`src/rtl/arb_rr4_pkg.sv`:
```
// Shared types and constants for the 4-way round-robin arbiter.
// The optional hold-timeout feature is enabled with the ARB_TIMEOUT_EN macro.
package arb_rr4_pkg;
  localparam int unsigned NREQ   = 4;
  localparam int unsigned ID_W   = 2;
  localparam int unsigned HOLD_W = 8;

  typedef enum logic {IDLE = 1'b0, OWNED = 1'b1} arb_state_e;
  typedef logic [NREQ-1:0] req_vec_t;

  function automatic req_vec_t id_to_onehot(input logic [ID_W-1:0] id);
    req_vec_t v;
    v = '0;
    v[id] = 1'b1;
    return v;
  endfunction
endpackage

```
`src/rtl/arb_rr4_ctrl_if.sv`:
```
// Request/grant bundle between the arbiter (slave) and the requester side (master).
// Handshake: req is a level held until service completes; gnt is a registered one-hot ownership flag.
interface arb_rr4_ctrl_if;
  import arb_rr4_pkg::*;

  req_vec_t        req;
  req_vec_t        gnt;
  logic [ID_W-1:0] gnt_id;
  logic            gnt_vld;
  logic            any_req;
  logic            no_req;
  logic            preempt;

  modport master (
    output req,
    input  gnt, gnt_id, gnt_vld, any_req, no_req, preempt
  );

  modport slave (
    input  req,
    output gnt, gnt_id, gnt_vld, any_req, no_req, preempt
  );
endinterface

```
`src/rtl/rr_pick4.sv`:
```
// Combinational rotating priority picker: first set bit of (req & ~mask) searching base, base+1, ...
module rr_pick4
  import arb_rr4_pkg::*;
(
  input  req_vec_t        req,
  input  logic [ID_W-1:0] base,
  input  req_vec_t        mask,
  output logic            found,
  output logic [ID_W-1:0] win_id
);
  req_vec_t eff;

  always_comb begin
    logic [ID_W-1:0] idx;
    eff    = req & ~mask;
    found  = 1'b0;
    win_id = '0;
    for (int i = 0; i < NREQ; i++) begin
      idx = base + ID_W'(i);
      if (eff[idx] && !found) begin
        found  = 1'b1;
        win_id = idx;
      end
    end
  end
endmodule

```
`src/rtl/arb_rr4_ctrl.sv`:
```
// Round-robin arbiter with locked one-hot grants among 4 requesters.
// Define ARB_TIMEOUT_EN to bound each lock to HOLD_MAX cycles when a competitor waits.
module arb_rr4_ctrl
  import arb_rr4_pkg::*;
#(
  parameter int unsigned HOLD_MAX = 8
) (
  input  logic          clk,
  input  logic          reset_n,
  arb_rr4_ctrl_if.slave bus,
  output arb_state_e    dbg_state
);
  arb_state_e      state_q, state_d;
  req_vec_t        gnt_q, gnt_d;
  logic [ID_W-1:0] gnt_id_q, gnt_id_d;
  logic [ID_W-1:0] ptr_q, ptr_d;
  logic            preempt_q, preempt_d;

  logic            found;
  logic [ID_W-1:0] win_id;
  logic            owner_req;
  logic            do_grant;
  logic            do_free;
  logic            any_req;

  // Masking with the current grant excludes the owner on release and on preemption.
  rr_pick4 u_pick (
    .req    (bus.req),
    .base   (ptr_q),
    .mask   (gnt_q),
    .found  (found),
    .win_id (win_id)
  );

`ifdef ARB_TIMEOUT_EN
  localparam logic [HOLD_W-1:0] HOLD_LAST = HOLD_W'(HOLD_MAX - 1);
  logic [HOLD_W-1:0] hold_cnt_q, hold_cnt_d;
`endif

  always_comb begin
    state_d   = state_q;
    gnt_d     = gnt_q;
    gnt_id_d  = gnt_id_q;
    ptr_d     = ptr_q;
    preempt_d = 1'b0;
    do_grant  = 1'b0;
    do_free   = 1'b0;
    owner_req = |(bus.req & gnt_q);
`ifdef ARB_TIMEOUT_EN
    hold_cnt_d = hold_cnt_q;
`endif

    case (state_q)
      IDLE: begin
        if (found) do_grant = 1'b1;
      end
      OWNED: begin
        if (!owner_req) begin
          if (found) do_grant = 1'b1;
          else       do_free  = 1'b1;
        end
`ifdef ARB_TIMEOUT_EN
        // Counter saturates at the limit so a late competitor preempts immediately.
        else if (hold_cnt_q == HOLD_LAST) begin
          if (found) begin
            do_grant  = 1'b1;
            preempt_d = 1'b1;
          end
        end else begin
          hold_cnt_d = hold_cnt_q + HOLD_W'(1);
        end
`endif
      end
      default: do_free = 1'b1;
    endcase

    if (do_grant) begin
      gnt_d    = id_to_onehot(win_id);
      gnt_id_d = win_id;
      ptr_d    = win_id + ID_W'(1);
      state_d  = OWNED;
`ifdef ARB_TIMEOUT_EN
      hold_cnt_d = '0;
`endif
    end else if (do_free) begin
      gnt_d    = '0;
      gnt_id_d = '0;
      state_d  = IDLE;
    end
  end

  always_ff @(posedge clk or negedge reset_n) begin
    if (!reset_n) begin
      state_q   <= IDLE;
      gnt_q     <= '0;
      gnt_id_q  <= '0;
      ptr_q     <= '0;
      preempt_q <= 1'b0;
    end else begin
      state_q   <= state_d;
      gnt_q     <= gnt_d;
      gnt_id_q  <= gnt_id_d;
      ptr_q     <= ptr_d;
      preempt_q <= preempt_d;
    end
  end

`ifdef ARB_TIMEOUT_EN
  always_ff @(posedge clk or negedge reset_n) begin
    if (!reset_n) hold_cnt_q <= '0;
    else          hold_cnt_q <= hold_cnt_d;
  end
`endif

  assign any_req     = |bus.req;
  assign bus.any_req = any_req;
  assign bus.no_req  = ~any_req;
  assign bus.gnt     = gnt_q;
  assign bus.gnt_id  = gnt_id_q;
  assign bus.gnt_vld = |gnt_q;
  assign bus.preempt = preempt_q;
  assign dbg_state   = state_q;

  a_hold_max_legal: assert property (@(posedge clk) disable iff (!reset_n)
    (HOLD_MAX >= 2) && (HOLD_MAX <= 255));
  a_gnt_onehot0: assert property (@(posedge clk) disable iff (!reset_n)
    $onehot0(gnt_q));
endmodule

```
`src/flat_wrapper.sv`:
```
// flat-port wrapper written by rule: the top's interface ports become plain ports
module arb_rr4_ctrl_flat import arb_rr4_pkg::*;
#(
  parameter int unsigned HOLD_MAX = 8
)
  (clk, reset_n, dbg_state, bus_req, bus_gnt, bus_gnt_id, bus_gnt_vld, bus_any_req, bus_no_req, bus_preempt);
  arb_rr4_ctrl_if bus_i ();
  input  logic clk;
  input  logic reset_n;
  output arb_state_e dbg_state;
  input wire logic [$bits(bus_i.req)-1:0] bus_req;
  output wire logic [$bits(bus_i.gnt)-1:0] bus_gnt;
  output wire logic [$bits(bus_i.gnt_id)-1:0] bus_gnt_id;
  output wire logic [$bits(bus_i.gnt_vld)-1:0] bus_gnt_vld;
  output wire logic [$bits(bus_i.any_req)-1:0] bus_any_req;
  output wire logic [$bits(bus_i.no_req)-1:0] bus_no_req;
  output wire logic [$bits(bus_i.preempt)-1:0] bus_preempt;
  assign bus_i.req = bus_req;
  assign bus_gnt = bus_i.gnt;
  assign bus_gnt_id = bus_i.gnt_id;
  assign bus_gnt_vld = bus_i.gnt_vld;
  assign bus_any_req = bus_i.any_req;
  assign bus_no_req = bus_i.no_req;
  assign bus_preempt = bus_i.preempt;
  arb_rr4_ctrl #(.HOLD_MAX(HOLD_MAX)) u_core (.clk(clk), .reset_n(reset_n), .bus(bus_i), .dbg_state(dbg_state));
endmodule
```
`config.mk`:
```
export PLATFORM = sky130hd
export DESIGN_NAME = arb_rr4_ctrl_flat
export DESIGN_NICKNAME = d
export VERILOG_FILES = /design/src/rtl/arb_rr4_pkg.sv /design/src/rtl/arb_rr4_ctrl_if.sv /design/src/rtl/rr_pick4.sv /design/src/rtl/arb_rr4_ctrl.sv /design/src/flat_wrapper.sv
export SDC_FILE = /design/constraint.sdc
export NUM_CORES = 1
export LEC_CHECK = 0
export ABC_AREA = 1
export CELL_PAD_IN_SITES_DETAIL_PLACEMENT = 1
export CELL_PAD_IN_SITES_GLOBAL_PLACEMENT = 1
export CORE_UTILIZATION = 45
export CTS_CLUSTER_SIZE = 28
export DETAILED_ROUTE_END_ITERATION = 16
export DONT_BUFFER_PORTS = 1
export GPL_TIMING_DRIVEN = 0
export PLACE_DENSITY = 0.87
export SYNTH_ARGS = -nofsm -noshare
export SYNTH_HDL_FRONTEND = slang
export SYNTH_SLANG_ARGS = --single-unit
```
`constraint.sdc`:
```
create_clock -name clk -period 2.1 [get_ports clk]
set_input_delay 0.21 -clock clk [delete_from_list [all_inputs] [get_ports clk]]
set_output_delay 0.21 -clock clk [all_outputs]
set_load 0.01 [all_outputs]
```
==> impl_metrics.yaml <==
global_route:
  grt_start_max_net_pins: 11
  met3_usage_pct: 2.98
  grt_most_used_layer: "met2"
  grt_pass1_vias: 725
  grt_use_met1_pct: 29.7
  grt_usage_pct: 22.7
  gr-total-overflow: 0
  grt_pass1_wl_um: 3100
  antenna_found_initial: 0
  met2_usage_pct: 36.7
synthesis:
  synth_most_common_cell: "nand2_1"
  yosysWarnings: 0
  avgSynthCellArea_um2: 6.75
  synth_edf_count: 0
  synth_seq_cells: 9
  synthTopCellsByCount: "nand2_1 (34), nand3_1 (16), inv_1 (14), nand2_2 (10), dfrtp_1 (9)"
  syn-cell-area_um2: 756
  synth_flop_cell: "dfrtp_1"
  yosys-top-cells-area: "dfrtp_1 (30%), nand2_1 (17%), nand3_1 (11%)"
  syn_inst: 112
  synth_fp_nets: 118
  netlist.area_leader.share_pct: 29.8
  ys_types: 21
  yosysTopAreaCell: "dfrtp_1"
  synthArstFlopShare_pct: 100
  ys_seq_area_share_pct: 29.8
clock_tree:
  htree_num_levels: 1
  cts_sinks: 9
  cts_setup_buffers: 0
  cts_buffer_depth: 2
  numCtsBuffers: 3
  path_clk_slew_ns: 0.06
  cts_tree: "done"
  root_buffer: "clkbuf_4"
  clock_latency_ns: 0.26
worst_setup_path:
  cp.arrival_ns: 1.82
  r2r_end: "u_core.ptr_q[1]$_DFFE_PN0P_"
  crit_path_max_incr_delay_ns: 0.46
  crit_start: "u_core.bus.gnt[3]$_DFFE_PN0P_"
  r2r-start: "u_core.bus.gnt[3]$_DFFE_PN0P_"
  start_kind: "register"
  crit_path_max_fanout: 5
  r2r_setup_slack_ns: 0.43
  crit_path_end_kind: "register"
  cp_slowest_cell: "dfrtp_1"
  critPathTopFamily: "simple AND/OR/NAND/NOR gates"
  worstPathRequired_ns: 2.25
  rr_worst_depth: 11
  crit_chain: "inv_1 -> nand3_1 -> nand2_1 -> nor2_2 -> nand3_2 -> nand2_2 -> inv_4 -> nand2_2 -> inv_2 -> nand2_4 -> nand3_2"
  critPathKind: "reg2reg"
  critical_path_buf_inv_count: 3
drt:
  dr_total_vias: 723
  drc: 0
  wl_per_cell_um: 13.7
  ant_nets: 0
  initialDrtViolationCount: 2
  viasPerCell: 5.44
  first_pass_iters: 3
  routed_wl_um: 1820
finish:
  fin_util_pct: 52.7
  final_cell_area_um2: 812
  nFillCells: 210
  instances_no_fill: 133
  drive_above_1_share_pct: 24.8
  n_antenna_cell: 0
  area_delta_synth_final_pct: 7.45
  nets: 124
sta:
  setup_viol: 0
  hold_viol_final: 0
  max_slew_margin_pct: 60.0
  timing.hold.ws_ns: 0.308
  fin_crit_ns: 1.67
  rsz0062_at_grt: "false"
  finalSetupTns_ns: 0
  period_share_pct: 79.3
  worst_pin_slew_ns: 0.594
  fmax_ghz: 0.601
  clock_skew_ns: 0.00234
  fin_ws_ns: 0.435
  finalMaxSlewViolations: 0
placement:
  dp.cells: 128
  place_area_um2: 776
  hpwlAfterDp_um: 1510
  pre_cts_slack_ns: 0.447
  portBuffers: 0
  gp_congestion: 0.834
status:
  outcome: "finished, final reports clean"
pwr:
  power.total_mw: 1.64
  peakVddDrop_v: 0.000946
  power.leakage_nw: 0.457
  power.density_nw_per_um2: 2010
die:
  pin_count: 17
  start_util_pct: 49.0
  dieArea_um2: 1850
  core_area_um2: 1540
  die_y_um: 43.0
  rows: 14
  die_w_um: 43.0
hold_path:
  hold_class: "in2async"
run:
  drv_cap: 0
-- flip-flops by register name, indices dropped and copies added, names as in the netlist --
register           cells
u_core.bus.gnt         4
u_core.ptr_q           2
u_core.bus.gnt_id      2
u_core.dbg_state       1
-- final cells by class --
cell class              instances  area [µm²]  share of cell area (%)
multi-input cells              82         428                    52.7
flip-flops and latches          9         225                    27.7
inverters                      18        72.6                    8.94
plain buffers                   3        30.0                    3.70
clock buffers                   4        26.3                    3.24
well taps                      16        20.0                    2.47
repair buffers                  1        10.0                    1.23
-- power by group --
part | internal, mW | total (mW) | switching [mW]
clock network | 0.0732 | 0.134 | 0.0605
logic | 0.384 | 1.16 | 0.777
registers | 0.261 | 0.341 | 0.0799
total | 0.718 | 1.64 | 0.917
-- cell usage in the layout, fill, tap and decap left out --
cell	n
buf_6	2
clkbuf_1	1
dlygate4sd3_1	1
nor4_1	1
nand2_2	10
nand2_4	1
nand3_2	4
o21a_1	1
o21ai_1	1
dfrtp_1	9
o21ai_0	2
clkbuf_4	3
o21ai_2	2
o22ai_1	1
nand2_1	34
or3_1	1
nand3_1	16
inv_2	2
nand4_1	5
conb_1	1
inv_4	2
inv_1	14
nor2_2	2
buf_4	1
-- routing by layer --
metal | wire length, µm | vias up
met4 | 38 | 0
met3 | 31 | 5
met1 | 864 | 343
met5 | 0 | -
li1 | - | 368
met2 | 887 | 7
-- worst max path at each step --
stage                                        to  cells after the start
detailed placement  u_core.ptr_q[1]$_DFFE_PN0P_                     11
floorplan           u_core.ptr_q[1]$_DFFE_PN0P_                     13
finish              u_core.ptr_q[1]$_DFFE_PN0P_                     11
CTS                 u_core.ptr_q[1]$_DFFE_PN0P_                     11
global placement    u_core.ptr_q[1]$_DFFE_PN0P_                     11
global route        u_core.ptr_q[1]$_DFFE_PN0P_                     11
-- cells by family (layout without fill, tap and decap cells) --
family	Yosys count	count (layout)	synth area share [%]
AOI/OAI and AO/OA	7	7	6.13
other	1	1	0.496
buffers and inverters	21	26	13.6
and+or+nand+nor	74	74	50.0
DFF	9	9	29.8
-- repair_timing --
| action | 4_1_cts | 5_1_grt |
|---|---|---|
| hold buffers | 1 | 0 |
| hold endpoints to repair | 9 | 0 |
| resized for setup | 0 | 0 |
(Power assumes the default switching activity.)
